===== src/rtl/mult_div_unit.sv =====
// Iterative multiply/divide unit with HI/LO registers.
// mult/multu: radix-2 shift-add over 32 cycles; div/divu: restoring division over
// 32 cycles. Both work on operand magnitudes, and the sign is fixed up in a final FIX cycle.
// mthi/mtlo write HI/LO directly at the accepting edge.
module mult_div_unit #(
  parameter int WIDTH = 32
) (
  input  logic             clk,
  input  logic             reset,
  input  logic [WIDTH-1:0] A,
  input  logic [WIDTH-1:0] B,
  input  logic [2:0]       MDctr,
  input  logic             start,
  output logic             busy,
  output logic             done,
  output logic [WIDTH-1:0] HI,
  output logic [WIDTH-1:0] LO
);

  typedef enum logic [1:0] {IDLE, RUN, FIX} state_t;

  state_t             state, state_nxt;
  logic [4:0]         cnt;
  logic               is_div, neg_res, neg_rem, b_zero;
  logic [WIDTH-1:0]   ma, mb, acc_hi, acc_lo;

  logic               go, md_go, sa, sb;
  logic [WIDTH-1:0]   abs_a, abs_b;
  logic [WIDTH:0]     mul_sum, div_r;
  logic [WIDTH-1:0]   div_d, step_hi, step_lo;
  logic               div_ge;
  logic [2*WIDTH-1:0] prod, prod_s;
  logic [WIDTH-1:0]   res_hi, res_lo;

  assign go    = start && (state == IDLE);
  assign md_go = go && !MDctr[2];

  // Signed ops use magnitudes; unsigned ops never see a sign.
  assign sa    = !MDctr[0] && A[WIDTH-1];
  assign sb    = !MDctr[0] && B[WIDTH-1];
  assign abs_a = sa ? -A : A;
  assign abs_b = sb ? -B : B;

  // One iteration. Multiply keeps the multiplier in acc_lo and shifts the product in
  // from the top. Divide shifts the dividend out of acc_lo into the remainder and
  // shifts quotient bits into acc_lo.
  assign mul_sum = {1'b0, acc_hi} + (acc_lo[0] ? {1'b0, ma} : '0);
  assign div_r   = {acc_hi, acc_lo[WIDTH-1]};
  assign div_ge  = div_r >= {1'b0, mb};
  assign div_d   = div_r[WIDTH-1:0] - mb;   // the result fits in WIDTH bits whenever div_ge holds
  assign step_hi = is_div ? (div_ge ? div_d : div_r[WIDTH-1:0]) : mul_sum[WIDTH:1];
  assign step_lo = is_div ? {acc_lo[WIDTH-2:0], div_ge} : {mul_sum[0], acc_lo[WIDTH-1:1]};

  // Sign correction. Division by zero yields an all-ones quotient regardless of sign.
  // Its remainder equals the dividend magnitude, so re-applying the dividend sign
  // restores A.
  assign prod   = {acc_hi, acc_lo};
  assign prod_s = neg_res ? -prod : prod;
  always_comb begin
    res_hi = prod_s[2*WIDTH-1:WIDTH];
    res_lo = prod_s[WIDTH-1:0];
    if (is_div) begin
      res_hi = neg_rem ? -acc_hi : acc_hi;
      res_lo = b_zero ? '1 : (neg_res ? -acc_lo : acc_lo);
    end
  end

  // State register
  always_ff @(posedge clk) begin
    if (reset) state <= IDLE;
    else       state <= state_nxt;
  end

  // Next-state logic: 32 RUN cycles, then a single FIX cycle
  always_comb begin
    state_nxt = state;
    case (state)
      IDLE:    if (md_go) state_nxt = RUN;
      RUN:     if (cnt == 5'd31) state_nxt = FIX;
      FIX:     state_nxt = IDLE;
      default: state_nxt = IDLE;
    endcase
  end

  // Datapath: operand latch, iteration, result write and the registered done pulse
  always_ff @(posedge clk) begin
    if (reset) begin
      cnt     <= '0;
      is_div  <= 1'b0;
      neg_res <= 1'b0;
      neg_rem <= 1'b0;
      b_zero  <= 1'b0;
      ma      <= '0;
      mb      <= '0;
      acc_hi  <= '0;
      acc_lo  <= '0;
      HI      <= '0;
      LO      <= '0;
      done    <= 1'b0;
    end else begin
      done <= 1'b0;
      case (state)
        IDLE: if (go) begin
          case (MDctr)
            3'b100: HI <= A;
            3'b101: LO <= A;
            3'b000, 3'b001, 3'b010, 3'b011: begin
              is_div  <= MDctr[1];
              neg_res <= sa ^ sb;
              neg_rem <= sa;
              b_zero  <= (B == '0);
              ma      <= abs_a;
              mb      <= abs_b;
              acc_hi  <= '0;
              acc_lo  <= MDctr[1] ? abs_a : abs_b;
              cnt     <= '0;
            end
            default: ;
          endcase
        end
        RUN: begin
          cnt    <= cnt + 5'd1;
          acc_hi <= step_hi;
          acc_lo <= step_lo;
        end
        FIX: begin
          HI   <= res_hi;
          LO   <= res_lo;
          done <= 1'b1;
        end
        default: ;
      endcase
    end
  end

  // done is registered, so busy is held high through the cycle that carries done
  assign busy = (state != IDLE) || done;

endmodule


===== config.mk =====
export PLATFORM = sky130hd
export DESIGN_NAME = mult_div_unit
export DESIGN_NICKNAME = d
export VERILOG_FILES = /design/src/rtl/mult_div_unit.sv
export SDC_FILE = /design/constraint.sdc
export NUM_CORES = 1
export LEC_CHECK = 0
export CORE_UTILIZATION = 35
export DETAILED_ROUTE_END_ITERATION = 7
export SYNTH_ARGS = -nofsm -noshare
export SYNTH_HDL_FRONTEND = slang
export SYNTH_SLANG_ARGS = --single-unit

===== constraint.sdc =====
create_clock -name clk -period 3.15 [get_ports clk]
set_input_delay 0.63 -clock clk [delete_from_list [all_inputs] [get_ports clk]]
set_output_delay 0.63 -clock clk [all_outputs]
set_load 0.05 [all_outputs]

==> results.cfg, run 1 <==
[run_status]
run_status = finished, final reports clean

[pwr]
p_comb_frac = 0.351
p_switching_mw = 3.26
peakVddDrop_mv = 0.390
finalPower_mw = 9.28
p_leak_nw = 8.36
p_int_mw = 6.02
pwr-share-clk = 0.334
switching_share = 0.352
p_seq_frac = 0.315
powerDensity_nw_per_um2 = 449

[synthesis]
synth-edff-count = 0
ys_warn_count = 0
ys_ff_latch = 204
synth_fp_nets = 2121
yosys-top-cells-area = dfxtp_1 (27%), nor2_1 (6.7%), ha_1 (5.8%), mux2i_1 (5.5%), xnor2_1 (5.0%)
synth-main-ff-cell = dfxtp_1
synth_top_cell_area_share = 0.270
yosys.cell_count.top_type = nor2_1
avgSynthCellArea_sq_um = 7.64
synth_common_cells = nor2_1 (269), dfxtp_1 (204), a21oi_1 (144)
async_reset_ff_frac = 0
yosys.area.top_type = dfxtp_1
yosysSeqAreaShare = 0.270
netlist_instances = 1979
syn_area_sq_um = 15100
ys_types = 75

[sta]
timing.fmax_ghz = 0.324
slew_viol_final = 0
setup-violations-final = 0
fin_crit_sh = 0.981
finalClockSkew_ps = 21.6
setup_ws_ps = 60.4
finalHoldViolations = 0
rsz0062_at_grt = true
worst_slew_pin_slew_ps = 977
layout_min_cycle_time_ps = 3090
hold_slack_ps = 391
maxSlewHeadroom = 0.348

[flow_run]
drv_cap = 0

[clocking]
clock_latency_ps = 570
cts_tree = done
clockBufferDepth = 3
root_buffer = clkbuf_16
cts_num_sinks = 204
cts_made_buffers = 25
path_clk_slew_ps = 70
htree_num_levels = 1

[grt]
grt_pass1_wl_um = 94900
grt_max_degree = 88
grt_overflow = 0
antenna_found_initial = 1
track_usage = 0.281
grt_pass1_vias = 15979

[finish]
seqCellArea_sq_um = 4090
nets = 2510
syn_to_final_growth_pct = 36.7
final_util = 0.488
finalNonFillerCells = 2964
drive_gt1_frac = 0.211
fill_cells = 4133
multi_input_area_sq_um = 10500

[worst_setup_path]
crit_type = reg2reg
cp.arrival_ps = 3540
required_ps = 3600
worstSetupStartpointType = flop
critical_path.endpoint_type = flop
worstPathMaxFanout = 2

[routing]
routed_wl_um = 63200
dr.pass1.iters = 7
viasPerCell = 5.62
drt-initial-drc-count = 1295
wl_per_cell_um = 21.3
ant_nets = 0
remaining_drc_errors = 0
via_count = 16659

[die]
dieArea_sq_um = 44000
io_pins = 136
die_h_um = 210
die_w_um = 210
rows = 75
coreArea_sq_um = 42300
initial_utilization = 0.357

[placement]
pre_cts_ws_ps = -374
gp_congestion = 0.993
dp_hpwl_um = 50200
place_inst = 2898
io_buffer_count = 135

[hold_path]
hold_path_class = in2reg
## final cells by class
class                   instances  area share
multi-input cells            1557       0.508
repair buffers                513       0.205
flip-flops and latches        204       0.198
well taps                     577      0.0349
clock buffers                  31      0.0323
inverters                      67      0.0122
clock inverters                14     0.00974
diodes                          1    0.000121
## critical path, cell delays in order (launching register included)
cell and delay, ps:
dfxtp_2 330, inv_2 70, ha_4 130, inv_2 40, fa_2 400, a21oi_2 180, o22ai_2 100, a2111oi_2 300
nor2_1 130, a311oi_2 320, o21ai_2 110, a311oi_2 320, xor2_1 180, o211ai_1 120, a32o_1 240
## metal layers
layer	track usage	part of all wire	vias up
li1	-	-	7949
met4	0.135	0.053	0
met3	0.0338	0.056	149
met5	0	0	-
met2	0.466	0.47	607
met1	0.360	0.42	7954
## sequential cells by signal (all words and copies together) (netlist names)
name / flops
mb: 32
state: 2
is_div: 1
acc_lo: 32
HI: 32
neg_res: 1
cnt: 5
done: 1
b_zero: 1
acc_hi: 32
ma: 32
LO: 32
neg_rem: 1
## power groups by stage
stage          Clock (mW)  Sequential (mW)  Combinational (mW)
2_1_floorplan           0             3.01                1.67
3_3_place_gp            0             2.96                3.04
3_5_place_dp            0             2.97                3.07
4_1_cts              3.14             2.92                3.12
5_1_grt              3.24             2.94                3.50
6_report             3.10             2.92                3.26
## placed cells by master, fill, tap and decap left out, types with 18 or more instances in the layout
cell type and n:
clkdlybuf4s50_1 133, o31ai_1 20, a2111oi_0 18, nand3_1 28, mux2i_1 83, inv_1 63, a211oi_1 88, nand2_1 114
xnor2_1 87, o211ai_1 18, ha_1 67, nor3_1 44, a221oi_1 32, o21ai_0 96, a22oi_1 19, a21o_1 21
a31oi_1 19, clkbuf_16 25, nor2_1 264, and2_1 39, o22ai_1 18, dfxtp_1 200, or3_1 27, a21oi_1 136
buf_4 373, xor2_1 82
## worst paths after layout
path                                 start         end  slack, ps  cells past startpoint
worst max register to register  acc_lo[31]  acc_hi[20]         60                     14
worst min-delay path                 reset      mb[28]        390                      2
worst min register to register      cnt[3]      cnt[3]        460                      1
worst max-delay path            acc_lo[31]  acc_hi[20]         60                     14
## cells by family (layout without fill, tap and decap cells)
logic type / after synthesis / in the layout / share of synthesized area
xor gates and xnor gates: 169 / 169 / 0.0979
other: 0 / 1 / 0
buffers and inverters: 218 / 625 / 0.0550
AOI/OAI and AO/OA: 595 / 595 / 0.261
muxes: 84 / 84 / 0.0557
adders and majority gates: 72 / 72 / 0.0606
DFF: 204 / 204 / 0.270
and+or+nand+nor: 637 / 637 / 0.200
## per-stage QoR
step / cell area, sq um / TNS (ps)
floorplan: 15100 / 0
detailed placement: 19400 / -10150
CTS: 20400 / -5.95
finish: 20700 / 0
global route: 20700 / -368
global placement: 19400 / -8040
## repair_timing
item / CTS / global route
gates resized for setup: 18 / 58
pin swaps: 6 / 33
hold endpoints to repair: 0 / 0
hold buffers: 0 / 0
setup endpoints to repair: 33 / 33
setup buffers: 5 / 15
Note: power is estimated with default switching activity, not from simulation.
==> inputs of run 2 (changes only) <==
- ABC_CLOCK_PERIOD_IN_PS: default -> 3150
==> results of run 2 <==
The final DEF is identical to that of run 1; final timing and power are the same.
==> inputs of run 3 (changes only) <==
- CORE_MARGIN: default -> 2
==> results.cfg, run 3 (synthesis results as in run 1) <==
[die]
rows = 76
die_w_um = 212
initial_utilization = 0.353
dieArea_sq_um = 44900
die_h_um = 212
io_pins = 136
coreArea_sq_um = 42900

[sta]
rsz0062_at_grt = true
timing.fmax_ghz = 0.320
setup_ws_ps = 23.1
fin_crit_sh = 0.993
hold_slack_ps = 481
maxSlewHeadroom = 0.346
finalHoldViolations = 0
finalClockSkew_ps = 13.9
slew_viol_final = 0
setup-violations-final = 0
layout_min_cycle_time_ps = 3130
worst_slew_pin_slew_ps = 981

[finish]
nets = 2494
drive_gt1_frac = 0.212
diodes = 0
layout_commonest_cell = buf_4
fill_cells = 4212
final_area_sq_um = 20800
layout_common_cells = buf_4 (346), nor2_1 (262), dfxtp_1 (198), a21oi_1 (134), clkdlybuf4s50_1 (133)
finalNonFillerCells = 2955
syn_to_final_growth_pct = 37.4

[worst_setup_path]
required_ps = 3600
cp.arrival_ps = 3580
rr_startpoint = acc_lo[5]
r2r_setup_slack_ps = 20
crit_end = HI[26]
worstPathMaxFanout = 4
crit_chain = or4_4, nor4b_4, nand4_1, buf_6, nor2_4, nor2_2, or3_4, o41ai_4, xor2_2, a2111oi_2
critical_path.endpoint_type = flop
crit_path_start = acc_lo[5]
ff2ff_path_depth = 10
crit_type = reg2reg
cpPeakStageDelay_ps = 570
r2r-end = HI[26]
worstSetupStartpointType = flop
cp_slowest_cell = or4_4

[grt]
track_usage = 0.287
grt_overflow = 0
grt_pass1_vias = 15941
grt_max_degree = 115
antenna_found_initial = 1
grt_pass1_wl_um = 97500

[pwr]
peakVddDrop_mv = 0.379
powerDensity_nw_per_um2 = 450
p_leak_nw = 8.35
finalPower_mw = 9.35

[clocking]
cts_num_sinks = 204
cts_hold_buf = 0
path_clk_slew_ps = 60
cts_made_buffers = 27
cts_tree = done
root_buffer = clkbuf_16
clockBufferDepth = 3
clock_latency_ps = 560
htree_num_levels = 1

[flow_run]
drv_cap = 0

[placement]
place_area_sq_um = 19400
dp_hpwl_um = 51600
io_buffer_count = 135
pre_cts_ws_ps = -438
place_inst = 2900
gp_congestion = 0.952

[routing]
via_count = 16719
drt-initial-drc-count = 1489
dr.pass1.iters = 5
routed_wl_um = 65600
remaining_drc_errors = 0
ant_nets = 0
wl_per_cell_um = 22.2
viasPerCell = 5.66

[run_status]
run_status = finished, final reports clean

[hold_path]
hold_path_class = reg2reg
run 3: changes by cell type in the layout (fill, tap and decap cells not counted), sizes merged:
cell and change:
clkbuf +9, bufinv -2, clkinvlp -1, clkinv -3, diode -1, buf -19
run 3: metal layers:
layer  wire length [um]  up-vias  GRT usage
li1                   -     7920          -
met1              28000     8028      0.375
met2              30400      607      0.477
met3               3870      164     0.0346
met4               3330        0      0.123
met5                  0        -          0
run 3: repair_timing:
| action | CTS | global route |
|---|---|---|
| gates cloned | 0 | 1 |
| setup buffers | 2 | 6 |
| pin swaps | 8 | 38 |
| endpoints found under the setup margin | 15 | 42 |
| gates resized for setup | 28 | 70 |
run 3: area by class of cell:
type	count	area, sq um	area share
Clock buffer	39	801	0.0385
Clock inverter	8	96.3	0.00464
Inverter	67	251	0.0121
Multi-Input combinational cell	1557	10600	0.510
Sequential cell	204	4090	0.197
Tap cell	585	732	0.0352
Timing Repair Buffer	495	4200	0.202
run 3: worst min-delay path by stage:
stage,startpoint,to,cells past startpoint,slack [ps]
after CTS,mb[0],mb[0],2,460
final,mb[0],mb[0],2,480
after global placement,cnt[3],cnt[3],1,440
after floorplan,cnt[3],cnt[3],1,430
after global routing,mb[8],mb[8],2,510
after detailed placement,cnt[3],cnt[3],1,450
run 3: metrics by stage:
| stage | TNS (ps) | utilization |
|---|---|---|
| after detailed placement | -10250 | 0.453 |
| after CTS | 0 | 0.476 |
| after global routing | -124 | 0.485 |
| final | 0 | 0.485 |
| after global placement | -8050 | 0.453 |
| after floorplan | 0 | - |
run 3: critical path, delay by kind of cell (launching register included):
family | cells | cell delay (ps)
AND/OR/NAND/NOR | 6 | 1610
flip-flops | 1 | 310
AO/OA/AOI/OAI | 2 | 760
XOR/XNOR | 1 | 160
buffers and inverters | 1 | 180
run 3: power breakdown:
group / switching, mW / internal, mW
clock: 1.25 / 1.91
sequential: 0.140 / 2.78
combinational: 1.89 / 1.38
